$ cat src/rtl/pwm_ctrl_pkg.sv
// pwm_ctrl_pkg: shared states and constants for the PWM channel controller.
package pwm_ctrl_pkg;
  localparam int PWM_CNT_W = 8;
  localparam int NUM_CH = 16;
  localparam logic [PWM_CNT_W-1:0] DUTY_FULL = 8'hFF;
  typedef enum logic [1:0] {IDLE, RUN, PEND} state_t;
endpackage

$ cat src/rtl/pwm_timebase.sv
// pwm_timebase: shared PWM prescaler and 8-bit period counter.
// clear has priority over enable; wrap flags the edge that takes the counter 255->0.
module pwm_timebase import pwm_ctrl_pkg::*; #(
  parameter int PRESCALE = 13
) (
  input  logic                 clk,
  input  logic                 rst_n,
  input  logic                 clear,
  input  logic                 enable,
  output logic [PWM_CNT_W-1:0] cnt,
  output logic                 wrap
);
  localparam int PW = PRESCALE > 1 ? $clog2(PRESCALE) : 1;
  localparam logic [PW-1:0] PRE_MAX = PW'(PRESCALE - 1);
  logic [PW-1:0] pre_q, pre_d;
  logic [PWM_CNT_W-1:0] cnt_q, cnt_d;
  logic tick;
  // Kept outside the next-state block so wrap never depends on clear.
  assign tick = enable && pre_q == PRE_MAX;
  assign wrap = tick && cnt_q == '1;
  assign cnt = cnt_q;
  always_comb begin
    pre_d = clear ? '0 : enable ? (tick ? '0 : pre_q + 1'b1) : pre_q;
    cnt_d = clear ? '0 : tick ? cnt_q + 1'b1 : cnt_q;
  end
  always_ff @(posedge clk or negedge rst_n) begin
    if (!rst_n) begin
      pre_q <= '0;
      cnt_q <= '0;
    end else begin
      pre_q <= pre_d;
      cnt_q <= cnt_d;
    end
  end
endmodule

$ cat src/rtl/pwm_channel_controller.sv
// pwm_channel_controller: drives 16 PWM/static pins from SPI config via a shared timebase.
// Define PWM_SYNC_UPDATE_EN to defer running config updates to the period boundary.
module pwm_channel_controller import pwm_ctrl_pkg::*; #(
  parameter int PRESCALE = 13
) (
  input  logic                 clk,
  input  logic                 rst_n,
  input  logic [7:0]           en_reg_out_7_0,
  input  logic [7:0]           en_reg_out_15_8,
  input  logic [7:0]           en_reg_pwm_7_0,
  input  logic [7:0]           en_reg_pwm_15_8,
  input  logic [PWM_CNT_W-1:0] pwm_duty_cycle,
  input  logic                 cfg_update,
  output logic [NUM_CH-1:0]    pwm_out,
  output logic                 period_start,
  output logic                 update_pending
);
  state_t state_q, state_d;
  logic [NUM_CH-1:0] en_out_q, en_out_d, en_pwm_q, en_pwm_d, pwm_out_q, pwm_out_d;
  logic [NUM_CH-1:0] en_out_in, en_pwm_in;
  logic [PWM_CNT_W-1:0] duty_q, duty_d, cnt;
  logic period_start_q, period_start_d;
  logic wrap, load, pwm, clear, enable;
  assign en_out_in = {en_reg_out_15_8, en_reg_out_7_0};
  assign en_pwm_in = {en_reg_pwm_15_8, en_reg_pwm_7_0};
  assign enable = state_q != IDLE;
  assign clear = state_d == IDLE;
  pwm_timebase #(.PRESCALE(PRESCALE)) u_timebase (
    .clk    (clk),
    .rst_n  (rst_n),
    .clear  (clear),
    .enable (enable),
    .cnt    (cnt),
    .wrap   (wrap)
  );
  always_comb begin
    load = 1'b0;
    state_d = state_q;
    case (state_q)
      IDLE: begin
        load = cfg_update;
        state_d = cfg_update && |en_out_in ? RUN : IDLE;
      end
`ifdef PWM_SYNC_UPDATE_EN
      RUN: begin
        load = cfg_update && wrap;
        state_d = cfg_update && !wrap ? PEND : RUN;
      end
      PEND: begin
        load = wrap;
        state_d = !wrap ? PEND : |en_out_in ? RUN : IDLE;
      end
`else
      RUN: begin
        load = cfg_update;
        state_d = cfg_update && !(|en_out_in) ? IDLE : RUN;
      end
`endif
      default: state_d = IDLE;
    endcase
    en_out_d = load ? en_out_in : en_out_q;
    en_pwm_d = load ? en_pwm_in : en_pwm_q;
    duty_d = load ? pwm_duty_cycle : duty_q;
    pwm = cnt < duty_q || duty_q == DUTY_FULL;
    pwm_out_d = en_out_q & (~en_pwm_q | {NUM_CH{pwm}});
    period_start_d = wrap;
  end
  always_ff @(posedge clk or negedge rst_n) begin
    if (!rst_n) begin
      state_q <= IDLE;
      en_out_q <= '0;
      en_pwm_q <= '0;
      duty_q <= '0;
      pwm_out_q <= '0;
      period_start_q <= 1'b0;
    end else begin
      state_q <= state_d;
      en_out_q <= en_out_d;
      en_pwm_q <= en_pwm_d;
      duty_q <= duty_d;
      pwm_out_q <= pwm_out_d;
      period_start_q <= period_start_d;
    end
  end
  assign pwm_out = pwm_out_q;
  assign period_start = period_start_q;
`ifdef PWM_SYNC_UPDATE_EN
  assign update_pending = state_q == PEND;
`else
  assign update_pending = 1'b0;
`endif
endmodule

$ cat config.mk
export PLATFORM = sky130hd
export DESIGN_NAME = pwm_channel_controller
export DESIGN_NICKNAME = d
export VERILOG_FILES = /design/src/rtl/pwm_ctrl_pkg.sv /design/src/rtl/pwm_timebase.sv /design/src/rtl/pwm_channel_controller.sv
export SDC_FILE = /design/constraint.sdc
export NUM_CORES = 1
export LEC_CHECK = 0
export CORE_UTILIZATION = 50
export DETAILED_ROUTE_END_ITERATION = 6
export PLACE_DENSITY_LB_ADDON = 0.25
export SLEW_MARGIN = 0
export SYNTH_ARGS = -nofsm -noshare
export SYNTH_HDL_FRONTEND = slang
export SYNTH_SLANG_ARGS = --single-unit
export TNS_END_PERCENT = 100
$ cat constraint.sdc
create_clock -name clk -period 2.1 [get_ports clk]
set_clock_uncertainty 0.05 [all_clocks]
set_input_delay 0.42 -clock clk [delete_from_list [all_inputs] [get_ports clk]]
set_output_delay 0.42 -clock clk [all_outputs]
set_load 0.05 [all_outputs]
==> results of run 1 <==
per-layer routing:
metal  wire, um  part of all wire
met1       2500              0.45
met2       2710              0.49
met3        196             0.035
met4        156             0.028
met5          0                 0
through the flow:
| step | power, uW | utilization | instances | setup slack (ps) | cell area [um2] |
|---|---|---|---|---|---|
| finish | 3620 | 0.680 | 377 | 159 | 3810 |
| floorplan | 2360 | - | 236 | 334 | 2970 |
| CTS | 3660 | 0.680 | 377 | 127 | 3810 |
| detailed placement | 2710 | 0.650 | 362 | 129 | 3640 |
| global route | 3830 | 0.680 | 377 | 97.6 | 3810 |
| global placement | 2670 | 0.650 | 362 | 118 | 3640 |
registers in the layout, indices dropped and copies added (netlist names):
signal / count
duty_q: 8
en_out_q: 16
en_pwm_q: 16
period_start: 1
pwm_out: 16
state_q: 1
u_timebase.cnt: 8
u_timebase.pre_q: 4
cell usage in the layout (no fill, tap or decap), types with 2 or more instances in the layout:
master           Yosys  final
clkdlybuf4s50_1      0     57
ha_1                10     10
clkbuf_8             0     11
xnor2_1              5      5
a21boi_0            15     15
o32ai_2              2      2
nand4_1              3      3
nand3_1              2      2
nand2_1             19     19
clkbuf_1             2      3
buf_4                2      4
nor4_1               6      6
nor3_1               2      2
dfrtp_1             70     70
inv_1               12     12
buf_2                2      2
and4_1               2      2
xor2_1               2      2
a21oi_1              6      6
o21ai_0              9      9
nor2_1              16     16
mux2_2              34     34
kinds of logic (layout without fill, tap and decap cells):
kind of cell | Yosys count | after routing | share of synthesized area
DFF | 70 | 70 | 0.590
and+or+nand+nor | 54 | 54 | 0.0901
xor gates and xnor gates | 7 | 7 | 0.0206
muxes | 34 | 34 | 0.129
AOI/OAI and AO/OA | 38 | 38 | 0.0960
other | 1 | 1 | 0.00126
adders and majority gates | 10 | 10 | 0.0421
buffers and inverters | 22 | 91 | 0.0312
worst paths after layout:
check,depth (start not counted),endpoint,start
hold / removal,2,en_pwm_q[10],rst_n
hold reg to reg,1,pwm_out[5],en_pwm_q[5]
setup / recovery,1,pwm_out[6],pwm_out[6]
max in group asynchronous,2,pwm_out[2],rst_n
min in group clk,1,pwm_out[5],en_pwm_q[5]
setup reg to reg,6,pwm_out[1],u_timebase.cnt[6]
layout make-up:
type                            count  share of cell area
Clock buffer                       14              0.0427
Clock inverter                      1             0.00131
Inverter                           12              0.0118
Multi-Input combinational cell    144               0.295
Sequential cell                    70               0.460
Tap cell                           72              0.0236
Timing Repair Buffer               64               0.165
power by group:
group | internal, uW | switching (uW) | total (uW)
Combinational | 446 | 509 | 954
Sequential | 1560 | 163 | 1720
Clock | 487 | 455 | 942
Total | 2490 | 1130 | 3620
==> summary.md, run 1 <==
| Metric | Value |
|---|---|
| Final Routed Wirelength | `5560 um` |
| Die Area | `6250 um2` |
| Core area | `5610 um2` |
| Port bufs | `59` |
| Max clock buf depth | `2` |
| Yosys warnings | `0` |
| Starting Density | `0.530` |
| Synth Area per Inst | `12.6 um2` |
| Share of cells above drive strength 1 | `0.190` |
| GP Congestion | `0.769` |
| Synth cell types | `32` |
| Max-cap violation count | `0` |
| Largest net degree at the start of global routing | `71` |
| Nets | `354` |
| Asr flop ratio synth | `1.00` |
| Initial antenna violation count | `0` |
| RSZ-0062 raised after global routing | `false` |
| Vias | `1,971` |
| Initial DRC count | `58` |
| Met3 usage in global routing | `0.0460` |
| Sequential cell area | `1750 um2` |
| Most frequent cell after synthesis | `dfrtp_1` |
| Vias in the first global route | `2,107` |
| First-pass GRT wire length | `9620 um` |
| Area occupied by multi-input gates | `1130 um2` |
| Pwr dens | `949 nW/um2` |
| Final Slew Violations | `0` |
| Fillers | `426` |
| Fin Hold WS | `54.8 ps` |
| HP Class | `input pin to asynchronous set/reset pin` |
| Ant diodes | `0` |
| Final setup fails | `0` |
| IO Pins | `61` |
| Row cnt | `27` |
| Post-DP HPWL | `3920 um` |
| F_max | `0.515 GHz` |
| First-pass iteration count of the detailed router | `4` |
| Hold-fix buffers, CTS | `0` |
| Most frequent cells after synthesis | `dfrtp_1 (70), mux2_2 (34), nand2_1 (19)` |
| Vias per cell | `5.23` |
| Fin Setup TNS | `0 ps` |
| Period utilization | `0.924` |
| DR DRC count | `0` |
| Crit Path Class | `flip-flop to primary output` |
| Grt peak-use layer | `met2` |
| Routed len/inst | `14.8 um` |
| Post-CTS sizing | `0` |
| Worst setup SP type | `flip-flop` |
| CP Max Fanout | `1` |
| CTS tree | `done` |
| Rel. slew slack | `0.623` |
| Met2 Use GR | `0.327` |
| Final Hold Fails | `0` |
| Sequential area share after synthesis | `0.590` |
| CP peak stage delay | `800 ps` |
| Status | `finished clean` |
| Clock sinks | `70` |
| Die span in y | `79.1 um` |
| Htree depth | `3` |
| Peak supply drop | `520 uV` |
| Worst Max-Slew Pin Slew | `565 ps` |
| Highest-delay cell along the critical path | `clkdlybuf4s50_1` |
| Crit. End Element | `primary output` |
| Post-synth top flop | `dfrtp_1` |
| Worst Path Buf+Inv | `1` |
| LEAKAGE | `0.00164 uW` |
| Worst EP required | `1630 ps` |
| Top-area cell type share of the netlist area | `0.590` |
| Area leader, netlist | `dfrtp_1` |
| Die X | `79.1 um` |
| Critical Path AT | `1470 ps` |
| Crit-path leading delay family | `buffers and inverters` |
| Synth Instances | `236` |
| Layout area overhead | `28.3%` |
| Clk_lat worst skew | `340 ps` |
| Register bit total from synthesis | `70` |
| Syn_nets | `289` |
| Number of CTS-inserted buffers | `9` |
| R2R Setup Slk | `200 ps` |
| GR Util All Layers | `0.207` |
| Root Buffer | `clkbuf_8` |
| Post-synthesis instance area | `2970 um2` |
| Number of flops mapped to enable cells by yosys | `0` |
| ANT nets after route | `0` |
| Worst-path cell chain | `clkdlybuf4s50_1` |
| Post-layout min period | `1940 ps` |
| GR Util met1 | `0.259` |
| Grt total ovfl | `0` |
| Reg clk slew, reported paths | `70 ps` |
| Synth top area cells | `dfrtp_1 (59%), mux2_2 (13%), ha_1 (4.2%), a21boi_0 (3.8%), nand2_1 (2.4%)` |
| Post-CTS Setup Inserts | `0` |
Note: power is estimated with default switching activity, not from simulation.
==> inputs of run 2 (changes only) <==
CORE_UTILIZATION = 45   (was 50)
==> run 2 against run 1 <==
  * Sequential power hardly changed
  * Power is 5.9% higher
  * Count of clock-buffer cells in the layout is 4 lower
  * Fmax is 0.57% lower
  * Final area is 1.4% higher
  * Critical path type unchanged
  * Largest power group unchanged
==> summary.md, run 2 (synthesized netlist as in run 1, its figures left out) <==
| Metric | Value |
|---|---|
| Status | `finished clean` |
| Post-layout min period | `1950 ps` |
| Crit. End Element | `primary output` |
| HP Class | `input pin to asynchronous set/reset pin` |
| Reg clk slew, reported paths | `70 ps` |
| Most frequent cells in the layout | `dfrtp_1 (70), clkdlybuf4s50_1 (57), mux2_2 (34)` |
| LEAKAGE | `0.00166 uW` |
| Initial DRC count | `87` |
| CP Max Fanout | `1` |
| R2R Setup Slk | `280 ps` |
| Routed len/inst | `14.7 um` |
| Hold-fix buffers, CTS | `0` |
| Vias per cell | `5.19` |
| Clk_lat worst skew | `340 ps` |
| Fillers | `539` |
| First-pass iteration count of the detailed router | `4` |
| Rel. slew slack | `0.621` |
| Nets | `353` |
| Crit Path Class | `flip-flop to primary output` |
| Share of cells above drive strength 1 | `0.195` |
| Worst Path Buf+Inv | `1` |
| Die span in y | `83.2 um` |
| Port bufs | `59` |
| Crit-path leading delay family | `buffers and inverters` |
| Vias | `1,971` |
| Worst setup SP type | `flip-flop` |
| Worst-path cell chain | `clkdlybuf4s50_1` |
| RSZ-0062 raised after global routing | `false` |
| IO Pins | `61` |
| Post-CTS sizing | `0` |
| Row cnt | `29` |
| Worst EP required | `1630 ps` |
| Pwr dens | `991 nW/um2` |
| Most common cell after layout, fill and taps aside | `dfrtp_1` |
| Sequential cell area | `1750 um2` |
| Largest net degree at the start of global routing | `71` |
| Number of CTS-inserted buffers | `9` |
| Layout area overhead | `30.1%` |
| First-pass GRT wire length | `9550 um` |
| Fin Setup TNS | `0 ps` |
| Starting Density | `0.468` |
| Grt total ovfl | `0` |
| Highest-delay cell along the critical path | `clkdlybuf4s50_1` |
| Post-CTS Setup Inserts | `0` |
| Core area | `6350 um2` |
| Die X | `83.2 um` |
| Post-DP HPWL | `3810 um` |
| Max-cap violation count | `0` |
| Final Slew Violations | `0` |
| CTS tree | `done` |
| Fin Hold WS | `48.0 ps` |
| Ant diodes | `0` |
| Post-route insts no fill | `380` |
| GR Util All Layers | `0.181` |
| Area occupied by multi-input gates | `1130 um2` |
| Clock sinks | `70` |
| Critical Path AT | `1480 ps` |
| Period utilization | `0.930` |
| Vias in the first global route | `2,076` |
| Die Area | `6930 um2` |
| ANT nets after route | `0` |
| Final setup fails | `0` |
| F_max | `0.512 GHz` |
| Worst Max-Slew Pin Slew | `569 ps` |
| Root Buffer | `clkbuf_8` |
| Final Hold Fails | `0` |
| Max clock buf depth | `2` |
| Initial antenna violation count | `0` |
| DR DRC count | `0` |
| DP Cell Count | `366` |
| Htree depth | `3` |
| GP Congestion | `0.746` |
| Peak supply drop | `658 uV` |
| CP peak stage delay | `810 ps` |
| Final Routed Wirelength | `5600 um` |
[run 2: metrics by stage]
step | total power [uW] | instance area, um2 | setup slack [ps] | utilization
5_1_grt | 4050 | 3860 | 87.1 | 0.609
2_1_floorplan | 2360 | 2970 | 334 | -
3_3_place_gp | 2680 | 3650 | 115 | 0.576
6_report | 3830 | 3860 | 148 | 0.609
3_5_place_dp | 2710 | 3650 | 84.9 | 0.576
4_1_cts | 3880 | 3860 | 129 | 0.609
[run 2: final timing paths]
path / endpoint / start / cells after the start
max: pwm_out[3] / pwm_out[3] / 1
min: pwm_out[12] / rst_n / 2
max reg2reg: pwm_out[13] / u_timebase.cnt[6] / 6
min reg2reg: pwm_out[5] / en_pwm_q[5] / 1
max in group asynchronous: duty_q[4] / rst_n / 2
min in group clk: pwm_out[5] / en_pwm_q[5] / 1
[run 2: final cells by class]
class,instances,area share
clock buffer,10,0.0356
clock inverter,4,0.0188
inverter,12,0.0117
multi-input combinational,144,0.291
sequential,70,0.453
tap,77,0.0249
timing repair buffer,63,0.164
[run 2: where the power goes]
group | leakage (uW) | switching [uW] | total, uW | internal [uW]
Sequential | 0.000836 | 161 | 1720 | 1560
Clock | 0.000104 | 469 | 1150 | 686
Combinational | 0.000720 | 509 | 958 | 450
[run 2: per-layer routing]
layer	share of wire	global-route usage	up-vias
met1	0.43	0.212	967
met4	0.023	0.0940	0
met2	0.49	0.299	48
met5	0	0	-
met3	0.052	0.0577	10
li1	-	-	946
